`config.mk`:
```
export PLATFORM = sky130hd
export DESIGN_NAME = div_star_flat
export DESIGN_NICKNAME = d
export VERILOG_FILES = /design/src/rtl/div_star_if.sv /design/src/rtl/div_star.sv /design/src/flat_wrapper.sv
export SDC_FILE = /design/constraint.sdc
export NUM_CORES = 1
export LEC_CHECK = 0
export ABC_AREA = 1
export BUFFER_PORTS_ARGS = -buffer_cell sky130_fd_sc_hd__buf_2
export CAP_MARGIN = 30
export CORE_MARGIN = 1
export CORE_UTILIZATION = 37
export DETAILED_ROUTE_END_ITERATION = 16
export REMOVE_ABC_BUFFERS = 1
export SLEW_MARGIN = 20
export SYNTH_ARGS = -nofsm -noshare
export SYNTH_HDL_FRONTEND = slang
export SYNTH_SLANG_ARGS = --single-unit
```
`constraint.sdc`:
```
create_clock -name clk -period 3.2 [get_ports clk]
set_input_delay 0.16 -clock clk [delete_from_list [all_inputs] [get_ports clk]]
set_output_delay 0.16 -clock clk [all_outputs]
set_load 0.02 [all_outputs]
```
`src/rtl/div_star_if.sv`:
```
// Operand/result handshake bundle for div_star: operands in on a valid/ready pair,
// quotient, remainder and divide-by-zero flag out on a second valid/ready pair.
interface div_star_if #(
  parameter int unsigned BITLEN = 17
) ();
  logic                  in_valid;
  logic                  in_ready;
  logic [2*BITLEN-1:0]   N;
  logic [BITLEN-1:0]     D;
  logic                  out_valid;
  logic                  out_ready;
  logic [2*BITLEN-1:0]   Q;
  logic [BITLEN-1:0]     R;
  logic                  dbz;

  modport master (
    output in_valid, N, D, out_ready,
    input  in_ready, out_valid, Q, R, dbz
  );

  modport slave (
    input  in_valid, N, D, out_ready,
    output in_ready, out_valid, Q, R, dbz
  );
endinterface

```
`src/rtl/div_star.sv`:
```
// Sequential unsigned radix-4 restoring divider: 2*BITLEN-bit dividend by BITLEN-bit
// divisor, one 2-bit quotient digit per clock, one operation in flight.
module div_star #(
  parameter int unsigned BITLEN = 17
) (
  input  logic        clk,
  input  logic        reset,
  div_star_if.slave   bus
);

  localparam int unsigned W2 = 2 * BITLEN;
  localparam int unsigned WT = BITLEN + 2;
  localparam int unsigned CW = (BITLEN > 2) ? $clog2(BITLEN) : 1;

  localparam logic [1:0] S_IDLE = 2'd0;
  localparam logic [1:0] S_BUSY = 2'd1;
  localparam logic [1:0] S_DONE = 2'd2;

  logic [1:0]        state;
  logic [1:0]        state_nxt;
  logic              accept;
  logic              step;
  logic              last;

  logic [CW-1:0]     cnt;
  logic [W2-1:0]     s;
  logic [BITLEN-1:0] p;
  logic [WT-1:0]     d1;
  logic [WT-1:0]     d2;
  logic [WT-1:0]     d3;
  logic [BITLEN-1:0] n_lo;
  logic              dbz_r;

  logic              in_ready_r;
  logic              out_valid_r;
  logic [W2-1:0]     q_r;
  logic [BITLEN-1:0] r_r;
  logic              dbz_o;

  logic [WT-1:0]     t;
  logic [WT-1:0]     sub;
  logic [WT-1:0]     rem;
  logic [1:0]        digit;
  logic [W2-1:0]     s_shift;

  // Next-state and per-cycle strobes
  always_comb begin
    state_nxt = state;
    accept    = 1'b0;
    step      = 1'b0;
    last      = 1'b0;
    case (state)
      S_IDLE: begin
        if (bus.in_valid) begin
          accept    = 1'b1;
          state_nxt = S_BUSY;
        end
      end
      S_BUSY: begin
        step = 1'b1;
        if (cnt == '0) begin
          last      = 1'b1;
          state_nxt = S_DONE;
        end
      end
      S_DONE: begin
        if (bus.out_ready) state_nxt = S_IDLE;
      end
      default: state_nxt = S_IDLE;
    endcase
  end

  // Digit selection: largest k in 0..3 with k*D <= t, from three parallel compares
  always_comb begin
    t     = {p, s[W2-1 -: 2]};
    digit = 2'd0;
    sub   = '0;
    if (t >= d3) begin
      digit = 2'd3;
      sub   = d3;
    end else if (t >= d2) begin
      digit = 2'd2;
      sub   = d2;
    end else if (t >= d1) begin
      digit = 2'd1;
      sub   = d1;
    end
    rem     = t - sub;
    s_shift = {s[W2-3:0], digit};
  end

  always_ff @(posedge clk) begin
    if (reset) begin
      state       <= S_IDLE;
      in_ready_r  <= 1'b1;
      out_valid_r <= 1'b0;
      cnt         <= '0;
      s           <= '0;
      p           <= '0;
      d1          <= '0;
      d2          <= '0;
      d3          <= '0;
      n_lo        <= '0;
      dbz_r       <= 1'b0;
      q_r         <= '0;
      r_r         <= '0;
      dbz_o       <= 1'b0;
    end else begin
      state       <= state_nxt;
      in_ready_r  <= (state_nxt == S_IDLE);
      out_valid_r <= (state_nxt == S_DONE);
      if (accept) begin
        s     <= bus.N;
        p     <= '0;
        d1    <= WT'(bus.D);
        d2    <= WT'(bus.D) << 1;
        d3    <= WT'(bus.D) + (WT'(bus.D) << 1);
        n_lo  <= bus.N[BITLEN-1:0];
        dbz_r <= (bus.D == '0);
        cnt   <= CW'(BITLEN - 1);
      end
      if (step) begin
        s <= s_shift;
        p <= rem[BITLEN-1:0];
        if (cnt != '0) cnt <= cnt - CW'(1);
      end
      // Divide-by-zero overrides the datapath result on entry to DONE
      if (last) begin
        q_r   <= dbz_r ? '1 : s_shift;
        r_r   <= dbz_r ? n_lo : rem[BITLEN-1:0];
        dbz_o <= dbz_r;
      end
    end
  end

  assign bus.in_ready  = in_ready_r;
  assign bus.out_valid = out_valid_r;
  assign bus.Q         = q_r;
  assign bus.R         = r_r;
  assign bus.dbz       = dbz_o;

endmodule
```
`src/flat_wrapper.sv`:
```
// flat-port wrapper written by rule: the top's interface ports become plain ports
module div_star_flat 
#(
  parameter int unsigned BITLEN = 17
)
  (clk, reset, bus_in_valid, bus_N, bus_D, bus_out_ready, bus_in_ready, bus_out_valid, bus_Q, bus_R, bus_dbz);
  div_star_if #(.BITLEN(BITLEN)) bus_i ();
  input  logic clk;
  input  logic reset;
  input wire logic [$bits(bus_i.in_valid)-1:0] bus_in_valid;
  input wire logic [$bits(bus_i.N)-1:0] bus_N;
  input wire logic [$bits(bus_i.D)-1:0] bus_D;
  input wire logic [$bits(bus_i.out_ready)-1:0] bus_out_ready;
  output wire logic [$bits(bus_i.in_ready)-1:0] bus_in_ready;
  output wire logic [$bits(bus_i.out_valid)-1:0] bus_out_valid;
  output wire logic [$bits(bus_i.Q)-1:0] bus_Q;
  output wire logic [$bits(bus_i.R)-1:0] bus_R;
  output wire logic [$bits(bus_i.dbz)-1:0] bus_dbz;
  assign bus_i.in_valid = bus_in_valid;
  assign bus_i.N = bus_N;
  assign bus_i.D = bus_D;
  assign bus_i.out_ready = bus_out_ready;
  assign bus_in_ready = bus_i.in_ready;
  assign bus_out_valid = bus_i.out_valid;
  assign bus_Q = bus_i.Q;
  assign bus_R = bus_i.R;
  assign bus_dbz = bus_i.dbz;
  div_star #(.BITLEN(BITLEN)) u_core (.clk(clk), .reset(reset), .bus(bus_i));
endmodule
```
# Word level (Yosys, flattened, before mapping)
# Cells that the tools add are included.
# W data, S select, Z words.
# totals
regBits	166
wordCells	52
out_inout_bits	54
input_bits	55
# classes
reduce_logical	6
eq_ne	3
mux	24
magnitude_cmp	3
add_sub_neg	3
# ops
cell	n
$mux W17	6
$mux W34	3
$add A17 B18 Y19	1
$ge A19 B17 Y1	1
$ge A19 B18 Y1	1
$ge A19 B19 Y1	1
$logic_not A17 Y1	1
$sub A17 B17 Y17	1
$mux W5	3
$mux W2	5
$mux W1	6
$pmux W2 S3	1
$logic_not A5 Y1	1
$reduce_bool A5 Y1	1
$sub A5 B1 Y5 const B	1
$eq A2 B2 Y1 const B	2
$logic_not A2 Y1	2
$eq A2 B1 Y1 const B	1
$reduce_bool A2 Y1	1

# Longest topological paths before layout
# logic_depth
ltp_word	6
depth_mapped	29
ltp_nobuf	28

# Least setup slack after synthesis
# No wires, ideal clock.
# synth_path
path_kind	register -> register
from	reg u_core.d2[17]
to	reg u_core.r_r[16], in the netlist u_core.bus.R[16]
arrival_ns	3.334
stages_incl_launch_ff	27
required_time_ns	3.069
setup_slack_ns	-0.265
path_cell_list	dfxtp_1 inv_1 ha_1 nand2_1 nor2_1 nand3_2 nor2_1 nor2_1 nand2_1 nor2_4 nand2_1 buf_4 a21oi_1 ha_1 fa_1 inv_1 a31oi_2 inv_2 nand4_1 nand3_1 nand2_1 o21ai_0 inv_1 nand3_1 nand3_1 nand2_1 a21oi_2
# synth_between
elab_chain_cells	6
word_cells_on_any_way	7
cone_classes	add/sub (1); order compare (2); mux (4)
# synth_lines
element	line	text
start, declared	div_star.sv:29	logic [WT-1:0] d2;
start signal, assigned	div_star.sv:116	d2 <= WT'(bus.D) << 1;
$ge A19 B17 Y1	-	
$mux W17	-	
$mux W17 (*)	div_star.sv:81	end else if (t >= d2) begin
$mux W17 (*)	div_star.sv:78	if (t >= d3) begin
$sub A17 B17 Y17 (*)	div_star.sv:88	rem = t - sub;
$mux W17 (*)	div_star.sv:130	r_r <= dbz_r ? n_lo : rem[BITLEN-1:0];
end signal, assigned	div_star.sv:130	
end, declared	div_star.sv:37	logic [BITLEN-1:0] r_r;
# Mark *: on every way between the ends. The rest lies on a longest branch, timed or not.
# A chain may end at the register's enable or synchronous reset.

# Final worst setup path
# layout_path
from	reg u_core.d2[17]
to	reg u_core.r_r[14], in the netlist u_core.bus.R[14]
# The elaborated chain is that of the path after synthesis.

==> reports/metrics.yaml <==
status: "complete, but fails checks"
violations: "negative setup slack"
r2r_setup_slack_ns: -0.32
synth_top_family_by_area: "compound AO/OA/AOI/OAI gates"
clockBufferDepth: 2
muxShareOfSynthArea_pct: 0
syn-instance-count: 1255
cts_max_level: 4
mostFrequentLayoutCell: "nand2_1"
nFillCells: 2229
via_count: 9648
utilization_pct: 54.7
path_class: "flop to flop"
clkPwrFrac_pct: 13.0
cts_buffers: 17
slew_viol_final: 0
clk_latency_ns: 0.44
holdWs_ns: 0.00272
core_area_um2: 24600
n_antenna_cell: 0
power_density_nw_per_um2: 1230
cts_sinks: 165
timing.rr.end: "u_core.bus.R[14]"
synth-xor-area-share_pct: 2.24
syn_to_final_growth_pct: 43.2
worstSetupStartpoint: "u_core.d2[17]"
synth_flop_cell: "dfxtp_1"
clockRootBuffer: "clkbuf_16"
grt_max_degree: 82
wl_per_cell_um: 16.0
slew_headroom_pct: 35.5
firstDrtPassIters: 5
worstMarginPinSlew_ns: 0.967
hp-class: "primary input to flop"
gp_congestion: 0.926
place_hpwl_um: 19500
rows: 57
io_pins: 109
crit_chain: "inv_2 > ha_4 > a211o_1 > nor2_2 > nand2_2 > nor2_4 > nand2_4 > buf_4 > nor2_1 > o22ai_2 > ha_1 > buf_4 > nand2_1 > nor2_2 > nand4_1 > nand3_2 > nand2_2 > nand2_1 > xor2_1 > nand2_1 > o211ai_1 > a21oi_1"
avgViaCountPerCell: 5.21
path_max_fanout: 8
worstHoldStart: "bus_D[3]"
end_kind: "flop"
synth_adder_area_share_pct: 13.1
fmax_ghz: 0.284
p_seq_share_pct: 16.6
synth_area_leaders: "dfxtp_1 (35%), ha_1 (13%), nand2_1 (11%), a21oi_1 (7.0%), inv_1 (5.4%)"
layout_common_cells: "nand2_1 (245), buf_4 (150), dfxtp_1 (117), a21oi_1 (112), buf_2 (108)"
vdd_drop_max_mv: 0.819
synth-edff-count: 0
cp.buffers_inverters: 3
power_switching_mw: 7.31
setup-tns-final_ns: -4.40
min_period_ns: 3.52
grt_pass1_vias: 9491
final_cell_count_no_fill: 1853
remaining_drc_errors: 0
setup_viol: 20
power_frac_comb_pct: 70.3
crit_family: "simple AND/OR/NAND/NOR gates"
dieArea_um2: 26000
grt_util_all_layers_pct: 22.4
synthesis.area_um2: 9390
setup_slack_ns: -0.320
intPower_mw: 9.18
start_kind: "flop"
p_leak_nw: 6.17
final_cell_area_um2: 13400
worstPathRequired_ns: 3.48
rsz0062_at_grt: "yes"
skew_ns: 0.0135
synth-compound-area-share_pct: 22.1
yosysWarnings: 0
yosysUniqueCellTypes: 44
layout-drive-gt1-share_pct: 38.9
yosysSeqAreaShare_pct: 35.2
dpl_cell_area_um2: 11100
min_period_over_period_pct: 110
crit_path_max_incr_delay_ns: 0.33
synth_top_area_share_pct: 35.2
avgSynthCellArea_um2: 7.48
final_nets: 1668
hold_viol: 0
crit-reg2reg-launch: "u_core.d2[17]"
drt_iter0_drc: 544
worstHoldEndpoint: "u_core.d2[4]"
arrival_ns: 3.80
die_h_um: 161
wl_um: 29700
sw_frac_of_total_pct: 44.3
cap_violations: 0
overflow: 0
ys_ff_latch: 165
initial_utilization_pct: 38.2
whs_path_depth: 3
grt_pass1_wl_um: 47100
dp.cells: 1756
synth-simple-area-share_pct: 19.2
synth_top_cell_by_area: "dfxtp_1"
antenna_found_initial: 0
numPortBuffers: 108
die_w_um: 161
crit_path_frequent_cell: "nand2_1"
cts_tree: "yes"
clk_pin_slew_ns: 0.07
drtAntennaViolNets: 0
slowest_stage: "dfxtp_2"
async_flop_share_pct: 0
r2r_cells: 22
## tightest hold or removal path: cells and delay by family
kind	cells	cell delay, ns
buffers and inverters	2	0.19
AO/OA/AOI/OAI	1	0.06
## per-stage QoR
step | setup slack [ns] | total power [mW]
2_1_floorplan | -0.505 | 7.52
3_3_place_gp | -0.475 | 10.7
3_5_place_dp | -0.555 | 10.8
4_1_cts | -0.199 | 14.9
5_1_grt | -0.538 | 17.7
6_report | -0.320 | 16.5
## logic make-up after synthesis
| kind of cell | count (synthesis) |
|---|---|
| AOI/OAI and AO/OA | 332 |
| xor gates and xnor gates | 24 |
| adders and majority gates | 97 |
| buffers and inverters | 200 |
| DFF | 165 |
| and+or+nand+nor | 437 |
## state kept, by name, summed over array words and instances, names as in the netlist, 2 cells and up
name / count
u_core.d2: 16
u_core.bus.R: 17
u_core.n_lo: 17
u_core.d3: 19
u_core.state: 2
u_core.bus.Q: 34
u_core.cnt: 5
u_core.s: 34
u_core.p: 17
## area by class of cell
type	instances	area, um^2	area share [%]
Inverter	140	543	4.04
Timing Repair Buffer	301	2150	16.0
Clock buffer	17	425	3.16
Sequential cell	165	3400	25.2
Clock inverter	15	176	1.31
Tap cell	324	405	3.01
Multi-Input combinational cell	891	6360	47.3
## routing by layer
metal	wire length (um)	track usage, %	up-vias
met5	0	0	-
met4	1000	8.49	0
met3	1150	3.18	62
met2	14400	38.8	235
met1	13200	28.1	4560
li1	-	-	4791
## synth_stat cells (2+ instances only)
library cell,count
nand2_1,273
dfxtp_1,165
inv_1,136
a21oi_1,132
ha_1,95
nor2_1,92
o21ai_0,73
clkbuf_1,40
o221a_2,31
a31oi_1,22
nor3_1,20
nand3_1,19
o221ai_1,17
o22ai_1,15
xor2_1,15
buf_2,13
nand4_1,12
xnor2_1,9
a211oi_1,7
o211ai_1,7
buf_1,6
o21ai_1,6
a21o_1,4
inv_2,4
nand3_2,4
nor2_2,4
o21ai_2,4
or2_2,4
nand2_2,3
nor2_4,3
a21oi_2,2
fa_1,2
nor4_1,2
o21a_1,2
o21bai_1,2
o31ai_1,2
## worst max-delay path by stage
stage	endpoint	slack (ns)	depth (start not counted)
detailed placement	u_core.bus.R[16]	-0.56	26
CTS	u_core.bus.R[10]	-0.20	23
floorplan	u_core.bus.Q[10]	-0.50	8
finish	u_core.bus.R[14]	-0.32	22
global route	u_core.bus.R[9]	-0.54	23
global placement	u_core.bus.R[11]	-0.47	22
## power groups by stage
stage | Sequential (mW) | Clock [mW] | Combinational (mW)
6_report | 2.74 | 2.15 | 11.6
2_1_floorplan | 2.81 | 0 | 4.71
3_5_place_dp | 2.68 | 0 | 8.14
5_1_grt | 2.78 | 2.25 | 12.6
4_1_cts | 2.71 | 2.17 | 10.0
3_3_place_gp | 2.68 | 0 | 8.04
## what timing repair did
item	4_1_cts	5_1_grt
resized for setup	198	102
endpoints found under the setup margin	26	28
buffers inserted	26	13
hold buffers	24	0
cloned	2	0
endpoints found under the hold margin	24	0
pin swaps	70	66
No activity file was read; power rests on OpenSTA's default activity.
